<file path="config.mk">
export PLATFORM = sky130hd
export DESIGN_NAME = freq_meter_flat
export DESIGN_NICKNAME = d
export VERILOG_FILES = /design/src/rtl/freq_meter_if.sv /design/src/rtl/freq_meter.sv /design/src/flat_wrapper.sv
export SDC_FILE = /design/constraint.sdc
export NUM_CORES = 1
export LEC_CHECK = 0
export ABC_AREA = 1
export CAP_MARGIN = 10
export CORE_MARGIN = 2
export CORE_UTILIZATION = 55
export DETAILED_ROUTE_END_ITERATION = 6
export PLACE_DENSITY = 0.82
export SETUP_SLACK_MARGIN = 0.5
export SYNTH_ARGS = -nofsm -noshare
export SYNTH_HDL_FRONTEND = slang
export SYNTH_SLANG_ARGS = --single-unit
</file>
<file path="constraint.sdc">
create_clock -name clk -period 8.15 [get_ports clk]
set_clock_uncertainty 0.1 [all_clocks]
set_input_delay 1.63 -clock clk [delete_from_list [all_inputs] [get_ports clk]]
set_output_delay 1.63 -clock clk [all_outputs]
set_load 0.02 [all_outputs]
</file>
<file path="src/rtl/freq_meter_if.sv">
// Control/result bundle for freq_meter: start/mode request and the done-qualified result.
interface freq_meter_if #(
    parameter int CNT_W = 32
);
    logic             start;
    logic             mode;
    logic             busy;
    logic             done;
    logic [CNT_W-1:0] result;
    logic             overflow;

    // Requester side (CPU, display controller or testbench).
    modport master (
        output start, mode,
        input  busy, done, result, overflow
    );

    // Measurement block side.
    modport slave (
        input  start, mode,
        output busy, done, result, overflow
    );
endinterface

</file>
<file path="src/rtl/freq_meter.sv">
// Frequency / period meter. Synchronises sig_in, then either counts rising edges
// over a fixed gate window (mode 0) or counts clk cycles between two consecutive
// rising edges (mode 1). Each result is announced with a one-cycle done pulse and
// held until the next one.
module freq_meter #(
    parameter int GATE_CYCLES = 50_000_000,
    parameter int CNT_W       = 32
) (
    input  logic         clk,
    input  logic         rst,
    input  logic         sig_in,
    freq_meter_if.slave  bus
);
    localparam int GW = $clog2(GATE_CYCLES + 1);

    localparam logic [1:0] S_IDLE = 2'd0;
    localparam logic [1:0] S_ARM  = 2'd1;
    localparam logic [1:0] S_MEAS = 2'd2;

    localparam logic [CNT_W-1:0] CNT_MAX   = {CNT_W{1'b1}};
    localparam logic [GW-1:0]    GATE_LOAD = GW'(GATE_CYCLES);

    logic             s1_q, s2_q, s3_q;
    logic             rise;

    logic [1:0]       state_q, state_d;
    logic             mode_q, mode_d;
    logic [GW-1:0]    gate_q, gate_d;
    logic [CNT_W-1:0] cnt_q, cnt_d;
    logic             ovf_q, ovf_d;
    logic [CNT_W-1:0] result_q, result_d;
    logic             overflow_q, overflow_d;
    logic             done_q, done_d;

    logic [CNT_W-1:0] cnt_inc;
    logic [CNT_W-1:0] edge_cnt;
    logic             edge_ovf;
    logic             cnt_hits_max;

    // Two-flop synchroniser plus one history flop for rising-edge detection.
    // NOTE: sequential blocks use non-blocking (<=) so every flop samples the pre-edge values; blocking here would collapse the chain into one stage.
    always_ff @(posedge clk or posedge rst) begin
        if (rst) begin
            s1_q <= 1'b0;
            s2_q <= 1'b0;
            s3_q <= 1'b0;
        end else begin
            s1_q <= sig_in;
            s2_q <= s1_q;
            s3_q <= s2_q;
        end
    end

    assign rise = s2_q & ~s3_q;

    // Shared arithmetic: plain increment, saturating edge count and its overflow.
    always_comb begin
        cnt_inc      = cnt_q + CNT_W'(1);
        cnt_hits_max = (cnt_inc == CNT_MAX);
        edge_cnt     = (rise && (cnt_q != CNT_MAX)) ? cnt_inc : cnt_q;
        edge_ovf     = ovf_q | (rise & (cnt_q == CNT_MAX));
    end

    // Measurement FSM: next-state, counters and result capture.
    always_comb begin
        // NOTE: every output of this block gets a default first, so no path leaves a signal unassigned and no latch is inferred.
        state_d    = state_q;
        mode_d     = mode_q;
        gate_d     = gate_q;
        cnt_d      = cnt_q;
        ovf_d      = ovf_q;
        result_d   = result_q;
        overflow_d = overflow_q;
        done_d     = 1'b0;

        case (state_q)
            S_IDLE: begin
                if (bus.start) begin
                    mode_d = bus.mode;
                    cnt_d  = '0;
                    ovf_d  = 1'b0;
                    if (bus.mode) begin
                        state_d = S_ARM;
                    end else begin
                        gate_d  = GATE_LOAD;
                        state_d = S_MEAS;
                    end
                end
            end

            S_ARM: begin
                if (rise) begin
                    // First edge opens the period; counting restarts from it.
                    cnt_d   = '0;
                    state_d = S_MEAS;
                end else if (cnt_hits_max) begin
                    result_d   = CNT_MAX;
                    overflow_d = 1'b1;
                    done_d     = 1'b1;
                    state_d    = S_IDLE;
                end else begin
                    cnt_d = cnt_inc;
                end
            end

            S_MEAS: begin
                if (!mode_q) begin
                    gate_d = gate_q - GW'(1);
                    cnt_d  = edge_cnt;
                    ovf_d  = edge_ovf;
                    if (gate_q == GW'(1)) begin
                        // Last gate cycle: its own edge is included in the result.
                        result_d   = edge_cnt;
                        overflow_d = edge_ovf;
                        done_d     = 1'b1;
                        state_d    = S_IDLE;
                    end
                end else if (rise) begin
                    result_d   = cnt_inc;
                    overflow_d = 1'b0;
                    done_d     = 1'b1;
                    state_d    = S_IDLE;
                end else if (cnt_hits_max) begin
                    result_d   = CNT_MAX;
                    overflow_d = 1'b1;
                    done_d     = 1'b1;
                    state_d    = S_IDLE;
                end else begin
                    cnt_d = cnt_inc;
                end
            end

            default: begin
                state_d = S_IDLE;
            end
        endcase
    end

    // State, counter and result registers; reset clears everything including any pending done.
    always_ff @(posedge clk or posedge rst) begin
        if (rst) begin
            state_q    <= S_IDLE;
            mode_q     <= 1'b0;
            gate_q     <= '0;
            cnt_q      <= '0;
            ovf_q      <= 1'b0;
            result_q   <= '0;
            overflow_q <= 1'b0;
            done_q     <= 1'b0;
        end else begin
            state_q    <= state_d;
            mode_q     <= mode_d;
            gate_q     <= gate_d;
            cnt_q      <= cnt_d;
            ovf_q      <= ovf_d;
            result_q   <= result_d;
            overflow_q <= overflow_d;
            done_q     <= done_d;
        end
    end

    assign bus.busy     = (state_q != S_IDLE);
    assign bus.done     = done_q;
    assign bus.result   = result_q;
    assign bus.overflow = overflow_q;

endmodule

</file>
<file path="src/flat_wrapper.sv">
// flat-port wrapper written by rule: the top's interface ports become plain ports
module freq_meter_flat 
#(
    parameter int GATE_CYCLES = 50_000_000,
    parameter int CNT_W       = 32
)
  (clk, rst, sig_in, bus_start, bus_mode, bus_busy, bus_done, bus_result, bus_overflow);
  freq_meter_if #(.CNT_W(CNT_W)) bus_i ();
  input  logic clk;
  input  logic rst;
  input  logic sig_in;
  input wire logic [$bits(bus_i.start)-1:0] bus_start;
  input wire logic [$bits(bus_i.mode)-1:0] bus_mode;
  output wire logic [$bits(bus_i.busy)-1:0] bus_busy;
  output wire logic [$bits(bus_i.done)-1:0] bus_done;
  output wire logic [$bits(bus_i.result)-1:0] bus_result;
  output wire logic [$bits(bus_i.overflow)-1:0] bus_overflow;
  assign bus_i.start = bus_start;
  assign bus_i.mode = bus_mode;
  assign bus_busy = bus_i.busy;
  assign bus_done = bus_i.done;
  assign bus_result = bus_i.result;
  assign bus_overflow = bus_i.overflow;
  freq_meter #(.GATE_CYCLES(GATE_CYCLES), .CNT_W(CNT_W)) u_core (.clk(clk), .rst(rst), .sig_in(sig_in), .bus(bus_i));
endmodule
</file>
==> results of run 1 <==
==> how the worst max path moves through the flow <==
stage	to	slack [ns]	depth (start not counted)	from
finish	u_core.cnt_q[26]	4.40	8	bus_start
global route	u_core.gate_q[23]	4.19	12	bus_start
CTS	u_core.cnt_q[26]	4.45	8	bus_start
detailed placement	u_core.cnt_q[26]	4.10	8	bus_start
global placement	u_core.gate_q[10]	4.11	8	bus_start
floorplan	u_core.bus.done	3.83	1	rst
==> synthesized netlist by cell type, drive strengths merged <==
library cell / n
a211o: 1
a21boi: 2
a21oi: 70
a22oi: 14
a31oi: 3
and2: 2
buf: 8
clkbuf: 19
clkinv: 1
dfrtp: 99
ha: 8
inv: 126
nand2: 320
nand3: 47
nand3b: 2
nand4: 13
nor2: 142
nor3: 12
nor3b: 3
nor4: 4
o211ai: 11
o21ai: 112
o21bai: 2
o22ai: 9
o31ai: 2
o32ai: 3
or2: 3
xnor2: 3
xor2: 2
==> registers in the layout, summed over array words and instances, names as in the netlist, 2 cells and up <==
register	flops
u_core.bus.result	32
u_core.cnt_q	32
u_core.gate_q	26
u_core.state_q	2
==> placed cells by master (no fill, tap or decap), drive strengths merged, types with 12 or more instances in the layout <==
cell,count
nand2,320
nor2,142
inv,126
o21ai,112
dfrtp,99
a21oi,70
nand3,47
clkdlybuf4s50,39
a22oi,14
nand4,13
clkbuf,12
nor3,12
==> worst register-to-register path, cell delays in order, from the launching register on <==
cell,delay [ns]
sky130_fd_sc_hd__dfrtp_1,0.42
sky130_fd_sc_hd__inv_1,0.11
sky130_fd_sc_hd__ha_1,0.56
sky130_fd_sc_hd__nand2_1,0.21
sky130_fd_sc_hd__nor2_1,0.73
sky130_fd_sc_hd__nor3_2,0.07
sky130_fd_sc_hd__buf_4,0.26
sky130_fd_sc_hd__nand2_1,0.25
sky130_fd_sc_hd__inv_1,0.46
sky130_fd_sc_hd__nand2_1,0.20
sky130_fd_sc_hd__o21ai_0,0.10
==> layout make-up <==
cell class                      count  share of cell area [%]
Tap cell                          168                    2.74
Timing Repair Buffer               44                    5.59
Inverter                          127                    6.26
Clock inverter                      4                   0.637
Sequential cell                    99                    32.3
Clock buffer                       12                    3.35
Multi-Input combinational cell    790                    49.1
==> power by group through the flow <==
stage	registers, mW	logic [mW]	clock network [mW]
finish	0.664	0.817	0.442
global route	0.674	0.901	0.467
floorplan	0.694	0.511	0
global placement	0.666	0.786	0
CTS	0.661	0.802	0.447
detailed placement	0.669	0.797	0
==> per-stage QoR <==
stage                     cell area (sq um)  hold WS (ns)
after global placement                 7350         0.232
final                                  7660         0.257
after floorplan                        6840         0.231
after detailed placement               7350         0.238
after CTS                              7660         0.263
after global routing                   7660         0.284
==> layer usage <==
metal	share of wire [%]	vias up	track usage, %
li1	-	3454	-
met1	42	3138	39.3
met2	45	332	47.8
met3	8.4	58	5.96
met4	3.8	0	14.8
met5	0	-	0
==> kinds of logic after synthesis <==
family | Yosys count | share of synthesized area (%)
simple gates | 548 | 34.5
compound gates | 229 | 18.4
buf+inv | 154 | 8.82
flops | 99 | 36.2
fa+ha+maj | 8 | 1.46
xor+xnor | 5 | 0.640
==> impl_results.rst, run 1 <==
.. list-table::
   :header-rows: 1

   * - Metric
     - Value
   * - DRT Pass-1 Iters
     - 7
   * - Type of the setup path with the least slack
     - in -> reg
   * - Total area of multi-input combinational cells
     - 3760 sq um
   * - Critical path's slowest cell
     - sky130_fd_sc_hd__inv_1
   * - Transition time of the tightest slew-check pin
     - 1.13 ns
   * - Vias in the first global route
     - 6498
   * - Final TNS setup
     - 0 ns
   * - Least setup slack across all paths after layout
     - 4.40 ns
   * - Floorplan die width
     - 116 microns
   * - Part of the Yosys area used for sequential elements
     - 36.2%
   * - DRC errors left
     - 0
   * - Maximum number of pins on one net before global-route repair
     - 67
   * - Routability congestion estimate
     - 1.04
   * - Sequential cell area
     - 2480 sq um
   * - Total power consumption of the routed design
     - 1.92 mW
   * - Global router's overall resource usage
     - 30.1%
   * - Classification of the worst-slack hold path
     - reg -> reg
   * - Synth-to-Final Area Change
     - 12.0%
   * - Number of input and output port buffers inserted
     - 39
   * - Gate family responsible for the most delay along the worst path
     - buffers and inverters
   * - Average footprint of a synthesized cell
     - 6.56 sq um
   * - Max-capacitance violation count
     - 0
   * - Fmax
     - 267 MHz
   * - Maximum count of clock buffers along a single path
     - 2
   * - Highest fanout seen on the critical path
     - 28
   * - Die area
     - 13300 sq um
   * - R2R Path End
     - u_core.cnt_q[26]
   * - Fraction of power spent switching nets
     - 43.8%
   * - Syn Std Cell Area
     - 6840 sq um
   * - Leading post-synthesis cells by cell area
     - sky130_fd_sc_hd__dfrtp_1 36%, sky130_fd_sc_hd__nand2_1 17%, sky130_fd_sc_hd__o21ai_0 7.8%
   * - Min cycle time layout
     - 3.75 ns
   * - CP startpoint kind
     - primary input
   * - Part of the power in the clock network
     - 23.0%
   * - Count of filler cells inserted in the layout
     - 1088
   * - N_diodes
     - 0
   * - List of cells traversed by the critical path
     - clkdlybuf4s50_1 > nor2_1 > nor3_2 > buf_4 > nand2_1 > inv_1 > nand2_1 > o21ai_0
   * - Final Util
     - 63.5%
   * - Cells after Synth
     - 1043
   * - Global-route wire length before repair
     - 31400 microns
   * - Count of cells along the worst hold path
     - 0
   * - TritonCTS sink count
     - 99
   * - Post-detailed-placement half-perimeter wirelength
     - 14000 microns
   * - Hold violation count in the final report
     - 0
   * - P_leak
     - 3.38 nW
   * - Count of routing violations after the opening detailed-route iteration
     - 758
   * - Remaining global-route overflow
     - 0
   * - Starting Density
     - 56.7%
   * - TritonCTS clock tree
     - done
   * - Seq cells post-synth
     - 99
   * - Boundary Pins
     - 40
   * - Outcome
     - completed
   * - R2R setup slack
     - 4.57 ns
   * - Worst ir drop on vdd
     - 0.188 mV
   * - Share of the synthesized area in the top cell type
     - 36.2%
   * - Dominant cell type by area after synthesis
     - sky130_fd_sc_hd__dfrtp_1
   * - Wire length per cell
     - 15.4 microns
   * - Register-to-Register Path Depth
     - 10
   * - # setup viols final
     - 0
   * - Number of nets with antenna violations after routing
     - 0
   * - Core Footprint
     - 12100 sq um
   * - Routed via count
     - 6982
   * - Start point of the worst hold path
     - u_core.s1_q
   * - Most prevalent standard cell on the critical path
     - sky130_fd_sc_hd__nand2_1
   * - Reg-to-Reg Start
     - u_core.state_q[0]
   * - Post-CTS Setup Repair Bufs
     - 0
   * - Power density normalized to cell area
     - 251 nW/um^2
   * - Number of levels in the clock H-tree
     - 3
   * - Die H
     - 116 microns
   * - Worst Hold Path EP
     - u_core.s2_q
   * - Sum of buffers and inverters on the critical path
     - 3
   * - Combinational cell fraction of total power
     - 42.5%
   * - Row cnt
     - 40
   * - Kind of capture point of the worst setup path
     - flip-flop
   * - Via/cell ratio
     - 5.61
   * - Clock-pin slew reported for the worst setup and hold paths after clock tree synthesis
     - 0.07 ns
   * - Share of layout cells above drive strength 1
     - 5.58%
   * - Master cell of the clock root buffer
     - sky130_fd_sc_hd__clkbuf_16
   * - Number of CTS-inserted buffers
     - 9
   * - Part of the total power dissipated in sequential elements
     - 34.5%
   * - Internal power summed over all cells
     - 1.08 mW
   * - Share of the clock period used by the worst path after layout
     - 46.0%
   * - Required time at the endpoint of the critical path
     - 8.32 ns
   * - Net switching power figure
     - 0.841 mW
   * - Post-Layout Cell Count
     - 1244
   * - Placed insts
     - 1228
   * - Synth Net Count
     - 1056
   * - Final count of pins violating max slew
     - 0
   * - Unrepaired setup endpoints after global routing
     - false
   * - Count of unique library cells instantiated by Yosys
     - 43
   * - Initial antenna violation count
     - 0
   * - Number of buffers inserted for hold repair after clock tree synthesis
     - 0
   * - Setup slack after placement
     - 4.10 ns
   * - Max transition margin
     - 24.1%
   * - Worst path arrival time
     - 3.92 ns
   * - Post-cts repair resize count
     - 0
   * - Count of yosys warnings during synthesis
     - 0
   * - Final Routed Wirelength
     - 19200 microns
   * - Latest clock arrival within the worst-skew pair
     - 0.36 ns
   * - Max incr delay on CP
     - 0.72 ns
   * - Final Net Count
     - 1084
Power figures use the tool's default switching activity.
==> run 2: changes to the inputs <==
--- a/config.mk
+++ b/config.mk
@@ -10,7 +10,7 @@
 export CORE_MARGIN = 2
 export CORE_UTILIZATION = 55
 export DETAILED_ROUTE_END_ITERATION = 6
-export PLACE_DENSITY = 0.82
+export PLACE_DENSITY = 0.85
 export SETUP_SLACK_MARGIN = 0.5
 export SYNTH_ARGS = -nofsm -noshare
 export SYNTH_HDL_FRONTEND = slang
==> constraint.sdc (replaced) <==
create_clock -name clk -period 3.2 [get_ports clk]
set_clock_uncertainty 0.1 [all_clocks]
set_input_delay 0.64 -clock clk [delete_from_list [all_inputs] [get_ports clk]]
set_output_delay 0.64 -clock clk [all_outputs]
set_load 0.02 [all_outputs]
==> run 2 against run 1 <==
Effect of this change: sequential power increased to 2.6 times the previous value; die area did not move; power rose to 2.7 times the previous value; critical endpoint is now u_core.bus.result[11]; largest power group unchanged; highest routed layer unchanged.
==> impl_results.rst, run 2 (synthesis results as in run 1) <==
.. list-table::
   :header-rows: 1

   * - Metric
     - Value
   * - Maximum number of pins on one net before global-route repair
     - 46
   * - Wire length per cell
     - 16.8 microns
   * - Unrepaired setup endpoints after global routing
     - true
   * - Maximum count of clock buffers along a single path
     - 2
   * - Routed via count
     - 7421
   * - Global router's overall resource usage
     - 32.4%
   * - Synth-to-Final Area Change
     - 20.5%
   * - Fmax
     - 367 MHz
   * - Worst path arrival time
     - 2.91 ns
   * - Post-detailed-placement half-perimeter wirelength
     - 14600 microns
   * - Floorplan die width
     - 116 microns
   * - Kind of capture point of the worst setup path
     - flip-flop
   * - Remaining global-route overflow
     - 0
   * - Max transition margin
     - 60.9%
   * - Count of routing violations after the opening detailed-route iteration
     - 899
   * - Count of filler cells inserted in the layout
     - 1041
   * - Via/cell ratio
     - 5.82
   * - Transition time of the tightest slew-check pin
     - 0.585 ns
   * - # setup viols final
     - 0
   * - Share of layout cells above drive strength 1
     - 14.0%
   * - Share of the clock period used by the worst path after layout
     - 85.1%
   * - Clock-pin slew reported for the worst setup and hold paths after clock tree synthesis
     - 0.07 ns
   * - Most common cell after layout, fill and taps aside
     - sky130_fd_sc_hd__nand2_1
   * - Routability congestion estimate
     - 1.01
   * - N_diodes
     - 0
   * - Outcome
     - completed
   * - Number of buffers inserted for hold repair after clock tree synthesis
     - 0
   * - Final Util
     - 68.3%
   * - P_leak
     - 3.53 nW
   * - Latest clock arrival within the worst-skew pair
     - 0.36 ns
   * - Worst ir drop on vdd
     - 0.477 mV
   * - Least setup slack across all paths after layout
     - 0.477 ns
   * - TritonCTS sink count
     - 99
   * - Core Footprint
     - 12100 sq um
   * - Worst hold slack after final layout
     - 0.247 ns
   * - Required time at the endpoint of the critical path
     - 3.38 ns
   * - Final TNS setup
     - 0 ns
   * - Power density normalized to cell area
     - 630 nW/um^2
   * - Sequential cell area
     - 2490 sq um
   * - Classification of the worst-slack hold path
     - reg -> reg
   * - Highest fanout seen on the critical path
     - 7
   * - DRT Pass-1 Iters
     - 6
   * - Commonest cells after routing, fill and taps aside
     - 284 x sky130_fd_sc_hd__nand2_1, 120 x sky130_fd_sc_hd__inv_1, 106 x sky130_fd_sc_hd__nor2_1
   * - DRC errors left
     - 0
   * - Number of CTS-inserted buffers
     - 9
   * - Min cycle time layout
     - 2.72 ns
   * - Row cnt
     - 40
   * - Number of levels in the clock H-tree
     - 3
   * - CP startpoint kind
     - flip-flop
   * - Final Net Count
     - 1116
   * - Global-route wire length before repair
     - 33500 microns
   * - Master cell of the clock root buffer
     - sky130_fd_sc_hd__clkbuf_16
   * - Initial antenna violation count
     - 0
   * - Number of nets with antenna violations after routing
     - 0
   * - Final count of pins violating max slew
     - 0
   * - Number of input and output port buffers inserted
     - 39
   * - Area of all placed cells without fillers
     - 8240 sq um
   * - Starting Density
     - 56.7%
   * - Total area of multi-input combinational cells
     - 4090 sq um
   * - Type of the setup path with the least slack
     - reg -> reg
   * - Max-capacitance violation count
     - 0
   * - Die area
     - 13300 sq um
   * - TritonCTS clock tree
     - done
   * - Hold violation count in the final report
     - 0
   * - Placed instance area
     - 7460 sq um
   * - Boundary Pins
     - 40
   * - Setup slack after placement
     - 0.284 ns
   * - Vias in the first global route
     - 6751
   * - Final Routed Wirelength
     - 21500 microns
   * - Die H
     - 116 microns
## run 2: cell count changes in the layout (fill, tap and decap cells not counted), moves of 5 or more
cell                      before  now
sky130_fd_sc_hd__nand2_4       1    6
sky130_fd_sc_hd__nor2_2        9   17
sky130_fd_sc_hd__nand2_2      11   30
sky130_fd_sc_hd__dfrtp_2       0    8
sky130_fd_sc_hd__nand2_1     308  284
sky130_fd_sc_hd__dfrtp_1      99   91
sky130_fd_sc_hd__nor2_4        5   19
sky130_fd_sc_hd__buf_4         5   27
sky130_fd_sc_hd__nor2_1      127  106
## run 2: per-layer routing
layer  vias up  global-route usage (%)  wire length [microns]  part of all wire, %
met4         0                    16.9                    934                  4.3
met1      3358                    42.8                   8350                   39
li1       3517                       -                      -                    -
met2       465                    50.9                   9960                   46
met3        81                    6.01                   2230                   10
met5         -                       0                      0                    0
## run 2: metrics by stage
stage	std cells	total power, mW
detailed placement	1239	3.84
floorplan	1043	3.07
finish	1276	5.19
CTS	1260	4.97
global placement	1239	3.82
global route	1276	5.50
## run 2: critical path, stage by stage (launching register included)
cell	delay [ns]
sky130_fd_sc_hd__dfrtp_2	0.45
sky130_fd_sc_hd__ha_4	0.19
sky130_fd_sc_hd__nand2_4	0.06
sky130_fd_sc_hd__nor2_4	0.20
sky130_fd_sc_hd__nand2_4	0.11
sky130_fd_sc_hd__nor2_4	0.23
sky130_fd_sc_hd__nand2_2	0.09
sky130_fd_sc_hd__nand2_2	0.10
sky130_fd_sc_hd__nand2_4	0.08
sky130_fd_sc_hd__nor2_4	0.09
sky130_fd_sc_hd__nand2_2	0.07
sky130_fd_sc_hd__nor2_4	0.25
sky130_fd_sc_hd__nand3_4	0.22
sky130_fd_sc_hd__nand2_2	0.15
sky130_fd_sc_hd__nand2_2	0.07
sky130_fd_sc_hd__a22oi_2	0.19
## run 2: report_power, final
part | total, mW | leakage, nW | switching (mW) | internal (mW)
sequential | 1.70 | 1.27 | 0.225 | 1.48
combinational | 2.42 | 2.12 | 1.62 | 0.806
clock | 1.07 | 0.137 | 0.511 | 0.557
## run 2: path summary, 6_finish.rpt
kind | startpoint | to | cells after the start | slack, ns
setup / recovery | u_core.cnt_q[1] | u_core.bus.result[11] | 15 | 0.48
max in group asynchronous | rst | u_core.cnt_q[12] | 3 | 1.78
min in group asynchronous | rst | u_core.bus.result[27] | 2 | 0.58
hold / removal | u_core.s1_q | u_core.s2_q | 0 | 0.25
hold reg to reg | u_core.s1_q | u_core.s2_q | 0 | 0.25
setup reg to reg | u_core.cnt_q[1] | u_core.bus.result[11] | 15 | 0.48
## run 2: cell type report
type	count	area share (%)
flip-flops and latches	99	30.2
inverters	127	5.88
repair buffers	73	8.28
multi-input cells	793	49.6
well taps	168	2.55
clock buffers	10	2.90
clock inverters	6	0.592
## run 2: timing repair
action                                  4_1_cts  5_1_grt
resized for setup                            19       81
setup buffers                                 3       15
endpoints found under the setup margin       42       51
gates cloned                                  2        1
pin swaps                                     3       34
==> run 3: changes to the inputs <==
--- a/config.mk
+++ b/config.mk
@@ -7,10 +7,12 @@
 export LEC_CHECK = 0
 export ABC_AREA = 1
 export CAP_MARGIN = 10
+export CELL_PAD_IN_SITES_DETAIL_PLACEMENT = 0
+export CELL_PAD_IN_SITES_GLOBAL_PLACEMENT = 1
 export CORE_MARGIN = 2
-export CORE_UTILIZATION = 55
+export CORE_UTILIZATION = 39
 export DETAILED_ROUTE_END_ITERATION = 6
-export PLACE_DENSITY = 0.85
+export PLACE_DENSITY = 0.88
 export SETUP_SLACK_MARGIN = 0.5
 export SYNTH_ARGS = -nofsm -noshare
 export SYNTH_HDL_FRONTEND = slang
==> run 3 against run 2 <==
Effect of this change: first-iteration DRC count decreased by 37%; via count decreased by 1.4%; combinational power about the same; utilization decreased by 19 points; global-route usage decreased by 7.8 points; final area increased by 2.9%; sequential power about the same; largest cell class unchanged.
==> impl_results.rst, run 3 (synthesis results as in run 1) <==
.. list-table::
   :header-rows: 1

   * - Metric
     - Value
   * - Final TNS setup
     - 0 ns
   * - P_leak
     - 3.65 nW
   * - Most common cell after layout, fill and taps aside
     - sky130_fd_sc_hd__nand2_1
   * - Number of levels in the clock H-tree
     - 3
   * - Highest fanout seen on the critical path
     - 6
   * - Final Routed Wirelength
     - 22800 microns
   * - Initial antenna violation count
     - 0
   * - Type of the setup path with the least slack
     - reg -> reg
   * - Master cell of the clock root buffer
     - sky130_fd_sc_hd__clkbuf_16
   * - Post-detailed-placement half-perimeter wirelength
     - 15500 microns
   * - Outcome
     - completed
   * - Latest clock arrival within the worst-skew pair
     - 0.37 ns
   * - Maximum number of pins on one net before global-route repair
     - 100
   * - TritonCTS clock tree
     - done
   * - Number of buffers inserted for hold repair after clock tree synthesis
     - 0
   * - Synth-to-Final Area Change
     - 24.0%
   * - Starting Density
     - 39.7%
   * - DRT Pass-1 Iters
     - 6
   * - Unrepaired setup endpoints after global routing
     - false
   * - Commonest cells after routing, fill and taps aside
     - 290 x sky130_fd_sc_hd__nand2_1, 120 x sky130_fd_sc_hd__inv_1, 107 x sky130_fd_sc_hd__o21ai_0
   * - Internal power summed over all cells
     - 2.83 mW
   * - Max-capacitance violation count
     - 0
   * - Least setup slack across all paths after layout
     - 0.586 ns
   * - Worst path arrival time
     - 2.79 ns
   * - Part of the power in the clock network
     - 21.7%
   * - Via/cell ratio
     - 5.39
   * - Routability congestion estimate
     - 0.955
   * - Fraction of power spent switching nets
     - 45.9%
   * - Kind of capture point of the worst setup path
     - flip-flop
   * - Final count of pins violating max slew
     - 0
   * - Routed via count
     - 7314
   * - TritonCTS sink count
     - 99
   * - Vias in the first global route
     - 6775
   * - Combinational cell fraction of total power
     - 45.8%
   * - # setup viols final
     - 0
   * - DRC errors left
     - 0
   * - Die H
     - 136 microns
   * - Boundary Pins
     - 40
   * - N_diodes
     - 0
   * - Reg-to-Reg Start
     - u_core.cnt_q[1]
   * - Min cycle time layout
     - 2.61 ns
   * - Number of nets with antenna violations after routing
     - 0
   * - Share of layout cells above drive strength 1
     - 15.9%
   * - R2R setup slack
     - 0.59 ns
   * - Global router's overall resource usage
     - 24.7%
   * - Number of input and output port buffers inserted
     - 39
   * - Count of routing violations after the opening detailed-route iteration
     - 565
   * - R2R Path End
     - u_core.bus.result[18]
   * - Global-route wire length before repair
     - 35400 microns
   * - CP Launch Point
     - u_core.cnt_q[1]
   * - Worst ir drop on vdd
     - 0.279 mV
   * - Wire length per cell
     - 16.8 microns
   * - CP startpoint kind
     - flip-flop
   * - Die area
     - 18600 sq um
   * - Core Footprint
     - 17200 sq um
   * - Area of all placed cells without fillers
     - 8480 sq um
   * - Fmax
     - 383 MHz
   * - Max transition margin
     - 60.8%
   * - Row cnt
     - 48
   * - Power density normalized to cell area
     - 618 nW/um^2
   * - Remaining global-route overflow
     - 0
   * - Clock-pin slew reported for the worst setup and hold paths after clock tree synthesis
     - 0.08 ns
   * - Classification of the worst-slack hold path
     - reg -> reg
   * - Share of the clock period used by the worst path after layout
     - 81.7%
   * - Floorplan die width
     - 136 microns
   * - Setup slack after placement
     - 0.218 ns
   * - Net switching power figure
     - 2.40 mW
   * - Final Util
     - 49.2%
   * - Placed instance area
     - 7560 sq um
   * - Hold violation count in the final report
     - 0
   * - Part of the total power dissipated in sequential elements
     - 32.4%
   * - Register-to-Register Path Depth
     - 15
   * - Final Net Count
     - 1139
   * - Number of CTS-inserted buffers
     - 9
   * - Transition time of the tightest slew-check pin
     - 0.587 ns
   * - Required time at the endpoint of the critical path
     - 3.38 ns
   * - Maximum count of clock buffers along a single path
     - 2
   * - Capturing element of the worst setup path
     - u_core.bus.result[18]
[run 3: final cells by class]
class                      instances  area (sq um)
timing repair buffer              95           861
multi-input combinational        794          4050
fill                            1706          8760
tap                              225           282
sequential                        99          2500
clock buffer                       9           225
inverter                         127           484
clock inverter                     7          76.3
[run 3: stage by stage]
stage	instances	hold WS (ns)	total power, mW
2_1_floorplan	1043	0.231	3.07
3_3_place_gp	1298	0.234	3.88
6_report	1356	0.254	5.24
5_1_grt	1356	0.283	5.59
3_5_place_dp	1298	0.235	3.91
4_1_cts	1324	0.254	5.09
[run 3: how the worst min path moves through the flow]
stage / startpoint / to / slack [ns] / cells after the start
4_1_cts: u_core.s1_q / u_core.s2_q / 0.25 / 0
6_report: u_core.s1_q / u_core.s2_q / 0.25 / 0
3_3_place_gp: u_core.s1_q / u_core.s2_q / 0.23 / 0
3_5_place_dp: u_core.s1_q / u_core.s2_q / 0.23 / 0
2_1_floorplan: u_core.s1_q / u_core.s2_q / 0.23 / 0
5_1_grt: u_core.s1_q / u_core.s2_q / 0.28 / 0
[run 3: what timing repair did]
action,4_1_cts,5_1_grt
hold endpoints to repair,0,0
buffers inserted,7,31
endpoints found under the setup margin,42,51
pin swaps,8,32
gates cloned,3,1
resized for setup,25,63
[run 3: critical path, cell delays in order (launching register included)]
cell	delay, ns
sky130_fd_sc_hd__dfrtp_2	0.45
sky130_fd_sc_hd__buf_4	0.15
sky130_fd_sc_hd__nand3_1	0.21
sky130_fd_sc_hd__nor2_4	0.06
sky130_fd_sc_hd__buf_4	0.14
sky130_fd_sc_hd__nand2_1	0.05
sky130_fd_sc_hd__nand2_1	0.13
sky130_fd_sc_hd__nor2_1	0.12
sky130_fd_sc_hd__nand4_1	0.22
sky130_fd_sc_hd__nor2_4	0.17
sky130_fd_sc_hd__buf_4	0.14
sky130_fd_sc_hd__nand3_4	0.14
sky130_fd_sc_hd__buf_12	0.17
sky130_fd_sc_hd__nand2_1	0.05
sky130_fd_sc_hd__nand2_1	0.04
sky130_fd_sc_hd__a22oi_1	0.17
[run 3: per-layer routing]
layer | global-route usage [%] | routed length (microns) | share of wire (%)
met5 | 0 | 0 | 0
met4 | 11.1 | 867 | 3.8
met3 | 3.54 | 1300 | 5.7
met2 | 40.2 | 10800 | 47
met1 | 32.4 | 9800 | 43
[run 3: power by group through the flow]
| stage | registers (mW) | logic, mW | clock network, mW |
|---|---|---|---|
| 6_report | 1.70 | 2.40 | 1.14 |
| 5_1_grt | 1.73 | 2.65 | 1.21 |
| 4_1_cts | 1.69 | 2.25 | 1.16 |
| 3_5_place_dp | 1.71 | 2.19 | 0 |
| 3_3_place_gp | 1.70 | 2.17 | 0 |
| 2_1_floorplan | 1.77 | 1.30 | 0 |
